--- src/rtl/gate_scan_ctrl.sv ---
// rtl/gate_scan_ctrl.sv - exhaustive truth-table scan and compare for a small combinational gate
module gate_scan_ctrl #(
    parameter int N_IN   = 2,
    parameter int SETTLE = 1
) (
    input  logic                 clock,
    input  logic                 reset_n,
    input  logic                 start,
    input  logic [2**N_IN-1:0]   expected,
    input  logic                 gate_out,
    output logic [N_IN-1:0]      gate_in,
    output logic                 busy,
    output logic                 done,
    output logic [2**N_IN-1:0]   truth,
    output logic                 pass,
    output logic [N_IN:0]        err_count
);

    localparam int              NVEC       = 2**N_IN;
    localparam logic [N_IN-1:0] LAST_VEC   = N_IN'(NVEC - 1);
    localparam logic [3:0]      SETTLE_CNT = 4'(SETTLE);

    typedef enum logic [1:0] {
        ST_IDLE,
        ST_WAIT,
        ST_DONE
    } state_t;

    state_t            state;
    logic [N_IN-1:0]   idx;
    logic [3:0]        cnt;
    logic [NVEC-1:0]   exp_q;

    logic              miss;
    logic [N_IN:0]     err_next;

    // Mismatch of the current sample against the table latched at start,
    // and the error count as it will stand after this sample.
    assign miss     = gate_out ^ exp_q[idx];
    assign err_next = err_count + {{N_IN{1'b0}}, miss};

    // Scan sequencer: all outputs are registered so gate_in never glitches.
    always_ff @(posedge clock) begin
        if (!reset_n) begin
            state     <= ST_IDLE;
            idx       <= '0;
            cnt       <= '0;
            exp_q     <= '0;
            gate_in   <= '0;
            busy      <= 1'b0;
            done      <= 1'b0;
            truth     <= '0;
            pass      <= 1'b0;
            err_count <= '0;
        end else begin
            case (state)
                ST_IDLE: begin
                    done    <= 1'b0;
                    gate_in <= '0;
                    if (start) begin
                        exp_q     <= expected;
                        idx       <= '0;
                        cnt       <= SETTLE_CNT;
                        truth     <= '0;
                        err_count <= '0;
                        pass      <= 1'b0;
                        busy      <= 1'b1;
                        state     <= ST_WAIT;
                    end
                end
                ST_WAIT: begin
                    if (cnt != 4'd0) begin
                        cnt <= cnt - 1'b1;
                    end else begin
                        truth[idx] <= gate_out;
                        err_count  <= err_next;
                        if (idx == LAST_VEC) begin
                            // Final verdict includes this last sample so pass
                            // is already valid in the done cycle.
                            pass    <= (err_next == '0);
                            busy    <= 1'b0;
                            done    <= 1'b1;
                            gate_in <= '0;
                            state   <= ST_DONE;
                        end else begin
                            idx     <= idx + 1'b1;
                            gate_in <= idx + 1'b1;
                            cnt     <= SETTLE_CNT;
                        end
                    end
                end
                ST_DONE: begin
                    done    <= 1'b0;
                    busy    <= 1'b0;
                    gate_in <= '0;
                    state   <= ST_IDLE;
                end
                default: begin
                    done    <= 1'b0;
                    busy    <= 1'b0;
                    gate_in <= '0;
                    state   <= ST_IDLE;
                end
            endcase
        end
    end

endmodule

--- config.mk ---
export PLATFORM = sky130hd
export DESIGN_NAME = gate_scan_ctrl
export DESIGN_NICKNAME = d
export VERILOG_FILES = /design/src/rtl/gate_scan_ctrl.sv
export SDC_FILE = /design/constraint.sdc
export NUM_CORES = 1
export LEC_CHECK = 0
export CORE_MARGIN = 2
export CORE_UTILIZATION = 45
export CTS_CLUSTER_DIAMETER = 30
export CTS_CLUSTER_SIZE = 16
export DETAILED_ROUTE_END_ITERATION = 8
export PLACE_DENSITY = 0.7
export SYNTH_ARGS = -nofsm -noshare
export SYNTH_HDL_FRONTEND = slang
export SYNTH_SLANG_ARGS = --single-unit
--- constraint.sdc ---
create_clock -name clock -period 2.4 [get_ports clock]
set_input_delay 0.72 -clock clock [delete_from_list [all_inputs] [get_ports clock]]
set_output_delay 0.72 -clock clock [all_outputs]
set_load 0.05 [all_outputs]
==> results of run 1 <==
==> final timing paths <==
check / from / to / slack [ns]
max: err_count[2] / err_count[2] / 0.14
min: gate_in[0] / gate_in[0] / 0.48
max reg2reg: idx[0] / pass / 0.28
min reg2reg: gate_in[0] / gate_in[0] / 0.48
==> synthesized netlist by cell type, types with 2 or more instances <==
master | instances | area [sq um]
and2_1 | 2 | 12.51
o211ai_1 | 2 | 15.01
or3b_1 | 2 | 17.52
nand3_1 | 10 | 50.05
clkbuf_1 | 3 | 11.26
mux2i_1 | 10 | 100.1
nor3_1 | 2 | 10.01
nand2b_1 | 2 | 12.51
o32ai_1 | 2 | 17.52
dfxtp_1 | 23 | 460.4
a31oi_1 | 4 | 25.02
nand2_1 | 10 | 37.54
nor2b_1 | 5 | 31.28
o21ai_0 | 3 | 15.01
buf_2 | 3 | 15.01
or3_1 | 2 | 12.51
ha_1 | 8 | 100.1
inv_1 | 5 | 18.77
a21oi_1 | 4 | 20.02
nand4_1 | 3 | 18.77
o21a_1 | 2 | 15.01
nor2_1 | 6 | 22.52
==> cells in the final DEF, fill, tap and decap left out, types with 3 or more instances in the layout <==
cell type        count
inv_1                5
clkdlybuf4s50_1     18
o21ai_0              3
ha_1                 8
nor2_1               6
a31oi_1              4
a21oi_1              4
nand2_1             10
nor2b_1              5
dfxtp_1             23
clkbuf_4             3
buf_4                4
mux2i_1             10
nand4_1              3
nand3_1             10
==> power by group through the flow <==
stage | Clock, mW | Combinational [mW] | Sequential, mW
6_report | 0.180 | 0.200 | 0.422
5_1_grt | 0.202 | 0.218 | 0.424
4_1_cts | 0.189 | 0.200 | 0.421
3_5_place_dp | 0 | 0.198 | 0.430
3_3_place_gp | 0 | 0.194 | 0.428
2_1_floorplan | 0 | 0.117 | 0.451
==> cells by family after synthesis <==
logic type      share of synthesized area [%]
xor+xnor                                1.491
buf+inv                                 4.153
mux                                     10.44
flops                                   39.19
compound gates                          12.35
simple gates                            23.86
fa+ha+maj                               8.520
==> routing by layer <==
metal / part of all wire, % / up-vias / track usage, %
li1: - / 502 / -
met1: 45 / 490 / 24.58
met2: 50 / 24 / 31.15
met3: 4.4 / 2 / 2.688
met4: 0.54 / 0 / 6.098
met5: 0 / - / 0
==> per-stage QoR <==
stage | hold WS, ns | power (mW) | utilization, % | instances
floorplan | 0.4472 | 0.5679 | - | 128
global placement | 0.4457 | 0.6223 | 56.36 | 174
detailed placement | 0.4491 | 0.6276 | 56.36 | 174
CTS | 0.4740 | 0.8098 | 57.47 | 178
global route | 0.4850 | 0.8440 | 57.47 | 178
finish | 0.4754 | 0.8018 | 57.47 | 178
==> state kept, by name (all words and copies together) (netlist names) <==
register	count
cnt	4
done	1
idx	2
pass	1
gate_in	2
state	2
err_count	3
exp_q	4
truth	4
==> area by class of cell <==
class,instances,area (sq um),area share [%]
clock inverters,1,5.005,0.3515
inverters,6,22.52,1.582
flip-flops and latches,23,460.4,32.34
repair buffers,22,210.2,14.76
multi-input cells,93,665.6,46.75
well taps,30,37.54,2.636
clock buffers,3,22.52,1.582
==> metrics list, run 1 <==
- Once routing completed, OpenROAD measured the worst setup slack at 0.1419 ns.
- The floorplan step set the die height to 55.10 microns.
* Worst-skew pair later-pin latency: 0.31 ns
- The repair_antennas step left the layout with diodes totalling 0.
* Width of the die: 55.10 microns
* RSZ-0062 raised after global routing: false
- Dividing total power by cell area gives a power density of 563.1 nW/um^2.
- Hold Crit Class: register to register
- Yosys mapped a number of flops with a built-in enable equal to 0.
- The number of failing hold endpoints at the final stage is 0.
- For this run, the top clock speed supported by timing is 0.4429 GHz.
- In this run the number of H-tree levels came out at 1.
- During synthesis, Yosys emitted a total of 0 warnings.
- Crit path cell chain: clkdlybuf4s50_1
- Lkg Pwr: 0.5568 nW
* Normalized max-slew margin: 46.52%
- Cell with the largest stage delay on the worst path: clkdlybuf4s50_1
* Number of buffers created by CTS: 3
- Sequential share of the synthesized area: 39.19%
- Entering global routing, the biggest net connects 14 pins.
- Worst reg2reg path depth: 7
* Number of instances in the synthesized netlist: 128
- Weighted congestion at the end of routability-driven global placement: 0.7803
- During I/O placement, the number of pins put on the boundary was 20.
* Clock group share of total power: 22.4%
* Synthesis-to-finish area growth: 21.19%
- Prior to clock tree synthesis, the placed netlist has a worst setup slack of -0.01424 ns.
- In this run the number of cells on the critical path is 1.
- Share of flip-flops with an asynchronous set or reset: 0%
- The smallest clock period supported by the final layout is computed as 2.258 ns.
- TritonRoute pass-1 iters: 4
- Maximum fanout count along the critical path: 4
* Net count after synthesis: 144
* Post-Synthesis Cell Area: 1175 sq um
* Sequential cell fraction of total power: 52.6%
- The floorplan has 18 rows.
- Overflow left after global routing: 0
- Total length of routed wires: 2.584 mm
- Post-cts hold buffer count: 0
- The number of different library cells used by synthesis comes to 37.
* Most common flop cell mapped by yosys: dfxtp_1
* Total number of clock tree sinks: 23
- Buffers added to address setup during post-CTS repair amount to 0.
- Combinational cells account for 25.0% of the total power.
- Setup_tns: 0 ns
* Final cycle utilization of the critical path: 94.09%
- Cell class contributing the biggest share of worst-path delay: buffers and inverters
- Count of instances resized after the clock tree is built: 0
* Number of nets with antenna violations after detailed routing: 0
- Post-DP HPWL: 1.931 mm
- TritonCTS built the clock tree.
- Required time at the worst-slack endpoint: 1.68 ns
* Setup crit end kind: output port
- The routed layout has 1018 vias.
- With fillers left out, the area of the finished cells amounts to 1424 sq um.
* Slowest cell delay on critical path: 0.82 ns
- In the routed layout, each cell is associated on average with a via count of 5.719.
* Final worst clock skew: 0.007337 ns
* VDD IR-drop max: 0.3509 mV
- Counting flops and latches in the post-synthesis netlist gives 23.
- Dividing the detail-routed wire length by the instance count gives 14.52 microns.
- Number of violations reported at the end of detailed-routing iteration 0: 20
- Internal power comes to 546.6 uW.
- At the pin with the least slew margin, the transition time is 0.8006 ns.
- Number of nets at the end of the flow: 165
* Worst path bufs/invs: 1
- Share of post-route cells with drive strength above 1: 7.432%
- Across the run, the number of max-cap violations was 0.
* Count of filler cells inserted in the layout: 234
* Via count of the first global-routing pass: 901
* Number of antenna violations at the first check in global routing: 0
* Post-DP Area: 1396 sq um
- Buffers added on ports: 19
- Result of the run: complete, no violations
- Global-route wire length before repair: 4.015 mm
* Clock-pin slew of the registers on the worst-case setup and hold paths: 0.13 ns
* Starting density of the core: 47.42%
- Total of endpoints with negative setup slack in the final report: 0
- The tree is rooted in a clkbuf_4.
- Maximum clock path buffer count: 2
- Number of max-slew violations in the final report: 0
- After detailed routing, the number of remaining DRC violations is 0.
* Switching share of power: 31.83%
- Summed over all nets, the switching power comes to 255.2 uW.
- Data arrival time of the worst path: 1.54 ns
- The region available for standard cell placement spans 2477 sq um.
- Type of origin of the critical path: register
* Worst hold path depth: 2
- Total GRT Usage: 18.62%
- The critical path is of the register to output port type.
- Each instance of the synthesized netlist takes up on average 9.179 sq um.
- The die covers 3035 sq um.
No activity file was read; power rests on OpenSTA's default activity.
==> inputs of run 2 (changes only) <==
--- a/config.mk
+++ b/config.mk
@@ -8,9 +8,8 @@
 export CORE_MARGIN = 2
 export CORE_UTILIZATION = 45
 export CTS_CLUSTER_DIAMETER = 30
-export CTS_CLUSTER_SIZE = 16
 export DETAILED_ROUTE_END_ITERATION = 8
-export PLACE_DENSITY = 0.7
+export PLACE_DENSITY = 0.68
 export SYNTH_ARGS = -nofsm -noshare
 export SYNTH_HDL_FRONTEND = slang
 export SYNTH_SLANG_ARGS = --single-unit
==> run 2 against run 1 <==
  * Total power increased by 0.82%
  * Critical endpoint unchanged
  * Worst hold slack got worse by 0.0025 ns
  * Clock power increased by 2%
  * Register-to-register slack improved by 0.03 ns
  * Setup slack got worse by 0.015 ns
  * Critical path type unchanged
  * Sequential cell count unchanged
  * First-iteration DRC count decreased by 35%
  * Combinational power about the same
  * Die area unchanged
==> metrics list, run 2 (same netlist as run 1, synthesis figures left out) <==
- Result of the run: complete, no violations
- Global-route wire length before repair: 4.098 mm
- Total length of routed wires: 2.585 mm
- Setup_tns: 0 ns
- Lkg Pwr: 0.5687 nW
* Fin. Hold Viols: 0
- The critical path goes through clkdlybuf4s50_1.
* Tightest hold margin: 0.4729 ns
- After detailed routing, the number of vias per cell comes to 5.530.
* Top sig layer: met4
- Least-Margin Pin Slew: 0.5477 ns
- The final count of pins violating max slew was 0.
- STA classifies the critical path endpoint as an output port.
* VDD IR-drop max: 0.3781 mV
* Post-DP HPWL: 1.959 mm
- Global routing used 19.41% of the available tracks.
- Input and output buffers added on the ports amount to 19.
- The largest registers in the layout are cnt (4), exp_q (4), truth (4).
* Number of antenna violations at the first check in global routing: 0
- Final cycle utilization of the critical path: 94.71%
- Shortest period the worst path allows: 2.273 ns
- The die covers 3035 sq um.
- STA puts the critical path data arrival time at 1.55 ns.
- Weighted congestion at the end of routability-driven global placement: 0.8261
- Pwr/cell area: 559.4 nW/um^2
- In this run the remaining antenna-violating nets after routing total 0.
- Relative to the synthesized area, the layout overhead comes to 23.00%.
- From left edge to right edge, the die measures 55.10 microns.
- Pin count of the biggest net entering global routing: 13
* TritonRoute pass-1 iters: 4
- Crit Reg-Reg Startpoint: idx[0]
- For the worst-skew pair, the clock arrives at the later sink with an insertion delay of 0.32 ns.
- Crit path kind: register to output port
- Total of endpoints with negative setup slack in the final report: 0
- Normalized max-slew margin: 62.99%
* Routed met2 length: 1.234 mm
- Commonest cells after routing, fill and taps aside: dfxtp_1 (23), clkdlybuf4s50_1 (18), mux2i_1 (10), nand3_1 (10), nand2_1 (10)
* Starting density of the core: 47.42%
- # DRC: 0
- Count of instances resized after the clock tree is built: 0
- In this run the number of H-tree levels came out at 1.
- In this run the vertical extent of the chip is 55.10 microns.
* Num rows: 18
- Buffers inserted during clock tree synthesis total 3.
* Hold Crit Class: register to register
- Along the worst path, the maximum fanout reaches 4.
- Final worst clock skew: 0.005362 ns
* Share of post-route cells with drive strength above 1: 8.609%
- Root Driver: clkbuf_4
- Top-Level Pins: 20
- RSZ-0062 raised after global routing: false
- Among all stages on the critical path, the largest delay is contributed by clkdlybuf4s50_1.
- Maximum clock path buffer count: 2
- Post-cts hold buffer count: 0
* Worst-case register-to-register setup slack: 0.31 ns
- CTS tree: yes
- At the worst endpoint, the required time is 1.68 ns.
- Number of nets at the end of the flow: 168
- The first routing iteration left 13 violations.
- M1 wire length: 1.202 mm
* Most common cell after layout, fill and taps aside: dfxtp_1
- Clock-pin slew of the registers on the worst-case setup and hold paths: 0.13 ns
- Cell class contributing the biggest share of worst-path delay: buffers and inverters
- The clock drives 23 sinks.
* Slowest cell delay on critical path: 0.82 ns
- Based on the critical path, the design can be clocked at up to 0.4399 GHz.
- Max_cap viols: 0
- For this block, the via count after detailed routing is 1001.
* Antenna Diode Count: 0
* Met3 wire length: 96 microns
* Overflow left after global routing: 0
* Type of origin of the critical path: register
* Worst path bufs/invs: 1
- In the final routed layout, each cell accounts on average for 14.28 microns.
* Via count of the first global-routing pass: 936
- Beginning of the critical path: err_count[2]
* Hold Crit Start: gate_in[0]
- Post-CTS Setup Repair Bufs: 0
* Core Footprint: 2477 sq um
run 2: area by class of cell:
type                       instances  area [sq um]
clock buffer                       4         26.28
fill                             242          1032
inverter                           6         22.52
multi-input combinational         93         665.6
sequential                        23         460.4
tap                               30         37.54
timing repair buffer              25         232.7
run 2: where the power goes:
group / internal, mW / total [mW] / switching, mW
Combinational: 0.0851 / 0.202 / 0.117
Clock: 0.0651 / 0.184 / 0.119
Sequential: 0.402 / 0.422 / 0.0199
run 2: per-layer routing:
metal  track usage, %  vias up
met5                0        -
met4            11.79        0
met3            3.495        6
met2            29.96       21
met1            25.08      471
li1                 -      503
run 2: final timing paths:
| path | end | cells past startpoint |
|---|---|---|
| min reg2reg | gate_in[0] | 2 |
| max reg2reg | pass | 7 |
| min | gate_in[0] | 2 |
| max | err_count[2] | 1 |
run 2: per-stage QoR:
| step | util (%) | instance area (sq um) | worst slack, ns | std cells | power, mW |
|---|---|---|---|---|---|
| floorplan | - | 1175 | 0.3754 | 128 | 0.5679 |
| global placement | 57.27 | 1419 | 0.08605 | 177 | 0.6285 |
| detailed placement | 57.27 | 1419 | 0.03535 | 177 | 0.6324 |
| CTS | 58.33 | 1445 | 0.1067 | 181 | 0.8217 |
| global route | 58.33 | 1445 | 0.06986 | 181 | 0.8612 |
| finish | 58.33 | 1445 | 0.1270 | 181 | 0.8084 |
==> RTL change 1: new RTL, flow settings as in run 2 <==
Set the parameter `N_IN` to 4 (it was 2).
--- a/src/rtl/gate_scan_ctrl.sv
+++ b/src/rtl/gate_scan_ctrl.sv
@@ -1,5 +1,5 @@
 // rtl/gate_scan_ctrl.sv - exhaustive truth-table scan and compare for a small combinational gate
 module gate_scan_ctrl #(
-    parameter int N_IN   = 2,
+    parameter int N_IN   = 4,
     parameter int SETTLE = 1
 ) (
Interface: changed (resized err_count, expected, gate_in and truth); port bits go from 20 to 48. The function was not compared with the original's and may differ.
==> RTL change 1 against run 2 <==
Clock power grew to 2.5 times the old value; design area rose by 130%; routed wire length is 120% higher; the flow now finishes with violations (negative setup slack); worst hold slack got worse by 0.018 ns; setup slack worse by 0.69 ns; sequential cell count rose by 30; synthesized area is 120% higher; first-iteration DRC count increased to 13 times the old value; total power rose by 110%; count of clock-buffer cells in the layout is 1 higher; clock skew is 0.0020 ns lower.
==> RTL change 1: results (changes against run 2) <==
| Metric | Value |
|---|---|
| Synthesized net count | 332 (+130%) |
| Top delay family on crit path | multiplexers |
| Outcome | finished, violations left |
| Peak fanout along the critical path | 5 (+1) |
| Failing checks | negative setup slack |
| Stage delay of the slowest cell on the critical path | 0.50 ns (-0.32 ns) |
| Met1 track utilization from global routing | 26.6% (+1.5 points) |
| GR met2 Demand/Resource | 31.0% (+1.0 points) |
| Clock transition time at the flip-flop clock pins of the worst setup and hold paths | 0.09 ns (-0.04 ns) |
| GR Util All Layers | 19.5% (+0.044 points) |
| Final number of setup-violating endpoints | 4 (+4) |
| Largest cells by area after synthesis | sky130_fd_sc_hd__dfxtp_1 41%, sky130_fd_sc_hd__nand2_1 6.4%, sky130_fd_sc_hd__a21boi_1 5.3% |
| Layout cells sized above 1 | 10.6% (+2.0 points) |
| Final-stage net count | 379 (+130%) |
| Crit path arrival time | 3.20 ns (+1.65 ns) |
| Via Count | 2233 (+120%) |
| Routing usage on met3 | 3.39% (-0.10 points) |
| Clock root cell | sky130_fd_sc_hd__clkbuf_8 |
| Cts bufs inserted | 5 (+2) |
| Wire length of the first global-routing pass | 9670 microns (+140%) |
| Largest regs | exp_q (16), truth (16), err_count (5) |
| Maximum number of pins on one net before global-route repair | 35 (+22) |
| Slowest cell on the critical path | sky130_fd_sc_hd__mux4_2 |
| Placed wire-length estimate after detailed placement | 4110 microns (+110%) |
| Post-synthesis sequential area ratio | 41.2% (+2.0 points) |
| Skew-Pair Late Insertion Delay | 0.30 ns (-0.02 ns) |
| Worst Setup Slack, final | -0.562 ns (-0.689 ns) |
-- RTL change 1: kinds of logic (layout without fill, tap and decap cells) --
family          Yosys count  count (layout)  synth area share (%)
fa+ha+maj                 8               8                  3.89
mux                       6               6                  5.35
flops                    53              53                  41.2
xor+xnor                  5               5                  1.70
buf+inv                  34              80                  5.30
compound gates           91              91                  22.8
simple gates            107             107                  19.7
-- RTL change 1: cell type report --
type / instances / area [sq um]
fill: 511 / 2200
inverter: 8 / 30.0
sequential: 53 / 1060
clock inverter: 1 / 5.00
tap: 72 / 90.1
clock buffer: 5 / 68.8
multi-input combinational: 217 / 1410
timing repair buffer: 66 / 634
-- RTL change 1: stage by stage --
| stage | setup slack, ns | hold slack, ns | area, sq um |
|---|---|---|---|
| after floorplan | -0.504 | 0.432 | 2580 |
| final | -0.562 | 0.455 | 3300 |
| after global placement | -0.635 | 0.444 | 3180 |
| after global routing | -0.656 | 0.485 | 3300 |
| after CTS | -0.568 | 0.460 | 3290 |
| after detailed placement | -0.693 | 0.448 | 3180 |
-- RTL change 1: final timing paths --
kind	startpoint	end	slack (ns)	cells past startpoint
hold reg to reg	exp_q[7]	exp_q[7]	0.46	2
setup / recovery	idx[2]	pass	-0.56	9
setup reg to reg	idx[2]	pass	-0.56	9
hold / removal	exp_q[7]	exp_q[7]	0.46	2
-- RTL change 1: metal layers --
| metal | wire (microns) | up-vias |
|---|---|---|
| met5 | 0 | - |
| li1 | - | 1149 |
| met2 | 2710 | 55 |
| met4 | 31 | 0 |
| met3 | 273 | 2 |
| met1 | 2780 | 1027 |
-- RTL change 1: report_power, final --
group / internal, uW / total (uW) / switching, uW
Sequential: 908 / 927 / 19.5
Clock: 193 / 465 / 272
Combinational: 136 / 316 / 179
Total: 1240 / 1710 / 471
-- RTL change 1: worst min-delay path, delay by kind of cell, from the launching register on --
family           cells  cell delay, ns
AO/OA/AOI/OAI        1            0.05
flip-flops           1            0.32
AND/OR/NAND/NOR      1            0.05
-- RTL change 1: what timing repair did --
action / 4_1_cts / 5_1_grt
resized for setup: 7 / 3
endpoints found under the hold margin: 0 / 0
setup buffers: 2 / 0
pin swaps: 4 / 5
endpoints found under the setup margin: 5 / 7
==> RTL change 2: new RTL, settings of run 2 <==
Without the edit above. The 3 states of `state_t` get a one-hot encoding in 3 bits.
--- a/src/rtl/gate_scan_ctrl.sv
+++ b/src/rtl/gate_scan_ctrl.sv
@@ -21,8 +21,8 @@
     localparam logic [3:0]      SETTLE_CNT = 4'(SETTLE);
 
-    typedef enum logic [1:0] {
-        ST_IDLE,
-        ST_WAIT,
-        ST_DONE
+    typedef enum logic [2:0] {
+        ST_IDLE = 3'b001,
+        ST_WAIT = 3'b010,
+        ST_DONE = 3'b100
     } state_t;
 
Behaviour: no difference found for any inputs over 10 cycles, from zero or initial values and one cycle with reset_n low; not proved beyond that.
==> RTL change 2 against run 2 <==
Non-clock buffer count is 4 lower; synthesized area is 11% higher; total power is 13% lower; sequential share of layout area is 0.20 points lower; routed wire length is 5.5% higher; largest power group unchanged; design area is 5.0% higher; setup slack better by 0.0018 ns; via count is 4.6% higher; sequential cell count is 1 higher; critical endpoint unchanged.
==> RTL change 2: results (changes against run 2) <==
| Metric | Value |
|---|---|
| Outcome | finished, final reports clean |
| Net switching power figure | 185 uW (-28%) |
| Global placer's final weighted congestion | 0.832 (+0.73%) |
| Post-synthesis sequential area ratio | 36.9% (-2.3 points) |
| Count of yosys warnings during synthesis | 0 (unchanged) |
| GR met2 Demand/Resource | 30.0% (+0.072 points) |
| Pleak | 0.000534 uW (-6.2%) |
| Max Buffers Root-to-Sink | 2 (unchanged) |
| Post-route clock skew | 0.00943 ns (+0.00407 ns) |
| Routing usage on met3 | 4.91% (+1.4 points) |
| Port Buffers | 19 (unchanged) |
| Maximum number of pins on one net before global-route repair | 17 (+4) |
| Normalized max-slew margin | 61.1% (-1.8 points) |
| Post-CTS setup repair buffer count | 0 (unchanged) |
| GR Util All Layers | 17.5% (-1.9 points) |
| Skew-Pair Late Insertion Delay | 0.31 ns |
| Vias in the first global route | 1049 (+12%) |
| Slowest cell on the critical path | sky130_fd_sc_hd__clkdlybuf4s50_1 |
| Met1 track utilization from global routing | 21.9% (-3.2 points) |
| Maximum clock frequency | 440 MHz (about the same) |
| Clock transition time at the flip-flop clock pins of the worst setup and hold paths | 0.13 ns (about the same) |
| Synthesized net count | 151 (+4.9%) |
| Wire length of the first global-routing pass | 4590 microns (+12%) |
| Final standard cell count with taps included and fillers excluded | 183 (+1.1%) |
| Number of resized instances in the post-cts repair step | 0 (unchanged) |
| Initial antenna violation count | 0 (unchanged) |
| Largest regs | cnt (4), exp_q (4), truth (4) |
| Count of different cell masters after synthesis | 39 (+5.4%) |
| Async set-or-reset flop fraction in the synthesized netlist | 0% (unchanged) |
| First-pass iteration count of the detailed router | 4 (unchanged) |
| Final-stage net count | 170 (+1.2%) |
| Peak fanout along the critical path | 4 (unchanged) |
| WL per Instance | 14.9 microns (+4.3%) |
| Post-synth top cells | 24 x sky130_fd_sc_hd__dfxtp_1, 18 x sky130_fd_sc_hd__nand2_1, 8 x sky130_fd_sc_hd__a21boi_0, 8 x sky130_fd_sc_hd__ha_1, 8 x sky130_fd_sc_hd__nand3_1 |
| Ant. Diodes | 0 (unchanged) |
| First DRT Iteration DRCs | 33 (+20) |
| Avg Inst Size Synth | 9.64 sq um (+5.0%) |
| Stage delay of the slowest cell on the critical path | 0.83 ns |
| Worst vdd ir | 0.367 mV (-2.9%) |
| Hold-fix buffer count after cts | 0 (unchanged) |
| Cts bufs inserted | 3 (unchanged) |
| Top delay family on crit path | buffers and inverters |
| Clock root cell | sky130_fd_sc_hd__clkbuf_4 |
| Largest cells by area after synthesis | sky130_fd_sc_hd__dfxtp_1 37%, sky130_fd_sc_hd__ha_1 7.7%, sky130_fd_sc_hd__nand2_1 5.2% |
| Worst min-delay path category | register to register |
| Routed vias/inst | 5.72 (+3.5%) |
| H-tree level count | 1 (unchanged) |
| Layout cells sized above 1 | 10.5% (+1.9 points) |
| Placed wire-length estimate after detailed placement | 1980 microns (+1.2%) |
RTL change 2: cell count changes after synthesis, moves of 4 or more:
cell	before	now
sky130_fd_sc_hd__o211ai_1	2	6
sky130_fd_sc_hd__a31oi_1	4	0
sky130_fd_sc_hd__a21boi_0	0	8
sky130_fd_sc_hd__nand2_1	10	18
sky130_fd_sc_hd__mux2i_1	10	3
RTL change 2: cell type report:
type | instances | area (sq um)
fillers | 274 | 1240
multi-input cells | 97 | 744
well taps | 31 | 38.8
clock buffers | 3 | 22.5
flip-flops and latches | 24 | 480
inverters | 7 | 26.3
repair buffers | 21 | 205
RTL change 2: kinds of logic (layout without fill, tap and decap cells):
| logic type | after synthesis | count (layout) | synth area share, % |
|---|---|---|---|
| simple gates | 52 | 52 | 25.5 |
| compound gates | 30 | 30 | 16.9 |
| flops | 24 | 24 | 36.9 |
| buf+inv | 14 | 31 | 5.87 |
| fa+ha+maj | 8 | 8 | 7.69 |
| mux | 5 | 5 | 5.77 |
| xor+xnor | 2 | 2 | 1.35 |
RTL change 2: path summary, 6_finish.rpt:
path | end | depth (start not counted) | slack (ns) | from
hold reg to reg | gate_in[1] | 2 | 0.47 | gate_in[1]
setup / recovery | err_count[2] | 1 | 0.13 | err_count[2]
hold / removal | gate_in[1] | 2 | 0.47 | gate_in[1]
setup reg to reg | pass | 7 | 0.33 | idx[0]
RTL change 2: power by group through the flow:
stage / Combinational, uW / Clock (uW) / Sequential, uW
floorplan: 71.9 / 0 / 431
global placement: 105 / 0 / 426
detailed placement: 107 / 0 / 427
CTS: 107 / 177 / 418
global route: 117 / 188 / 420
finish: 107 / 175 / 418
RTL change 2: worst reg2reg max path: stages (launching register included):
cell and delay, ns:
sky130_fd_sc_hd__dfxtp_1 0.48, sky130_fd_sc_hd__mux4_2 0.55, sky130_fd_sc_hd__xor2_1 0.16, sky130_fd_sc_hd__ha_1 0.19, sky130_fd_sc_hd__ha_1 0.21, sky130_fd_sc_hd__xnor2_1 0.15
sky130_fd_sc_hd__nand4_1 0.10, sky130_fd_sc_hd__a21boi_0 0.15
RTL change 2: layer usage:
layer / vias up / part of all wire, %
met5: - / 0
met4: 0 / 0.59
li1: 521 / -
met1: 499 / 47
met2: 25 / 48
met3: 2 / 4.5
RTL change 2: stage by stage:
stage                     hold slack (ns)  cell area [sq um]  total power [uW]  utilization, %  worst slack (ns)
final                               0.473               1520               699            55.0             0.129
after global routing                0.492               1520               725            55.0            0.0837
after CTS                           0.476               1520               702            55.0             0.120
after global placement              0.449               1500               531            54.2             0.175
after floorplan                     0.440               1300               503               -             0.538
after detailed placement            0.457               1500               534            54.2             0.124
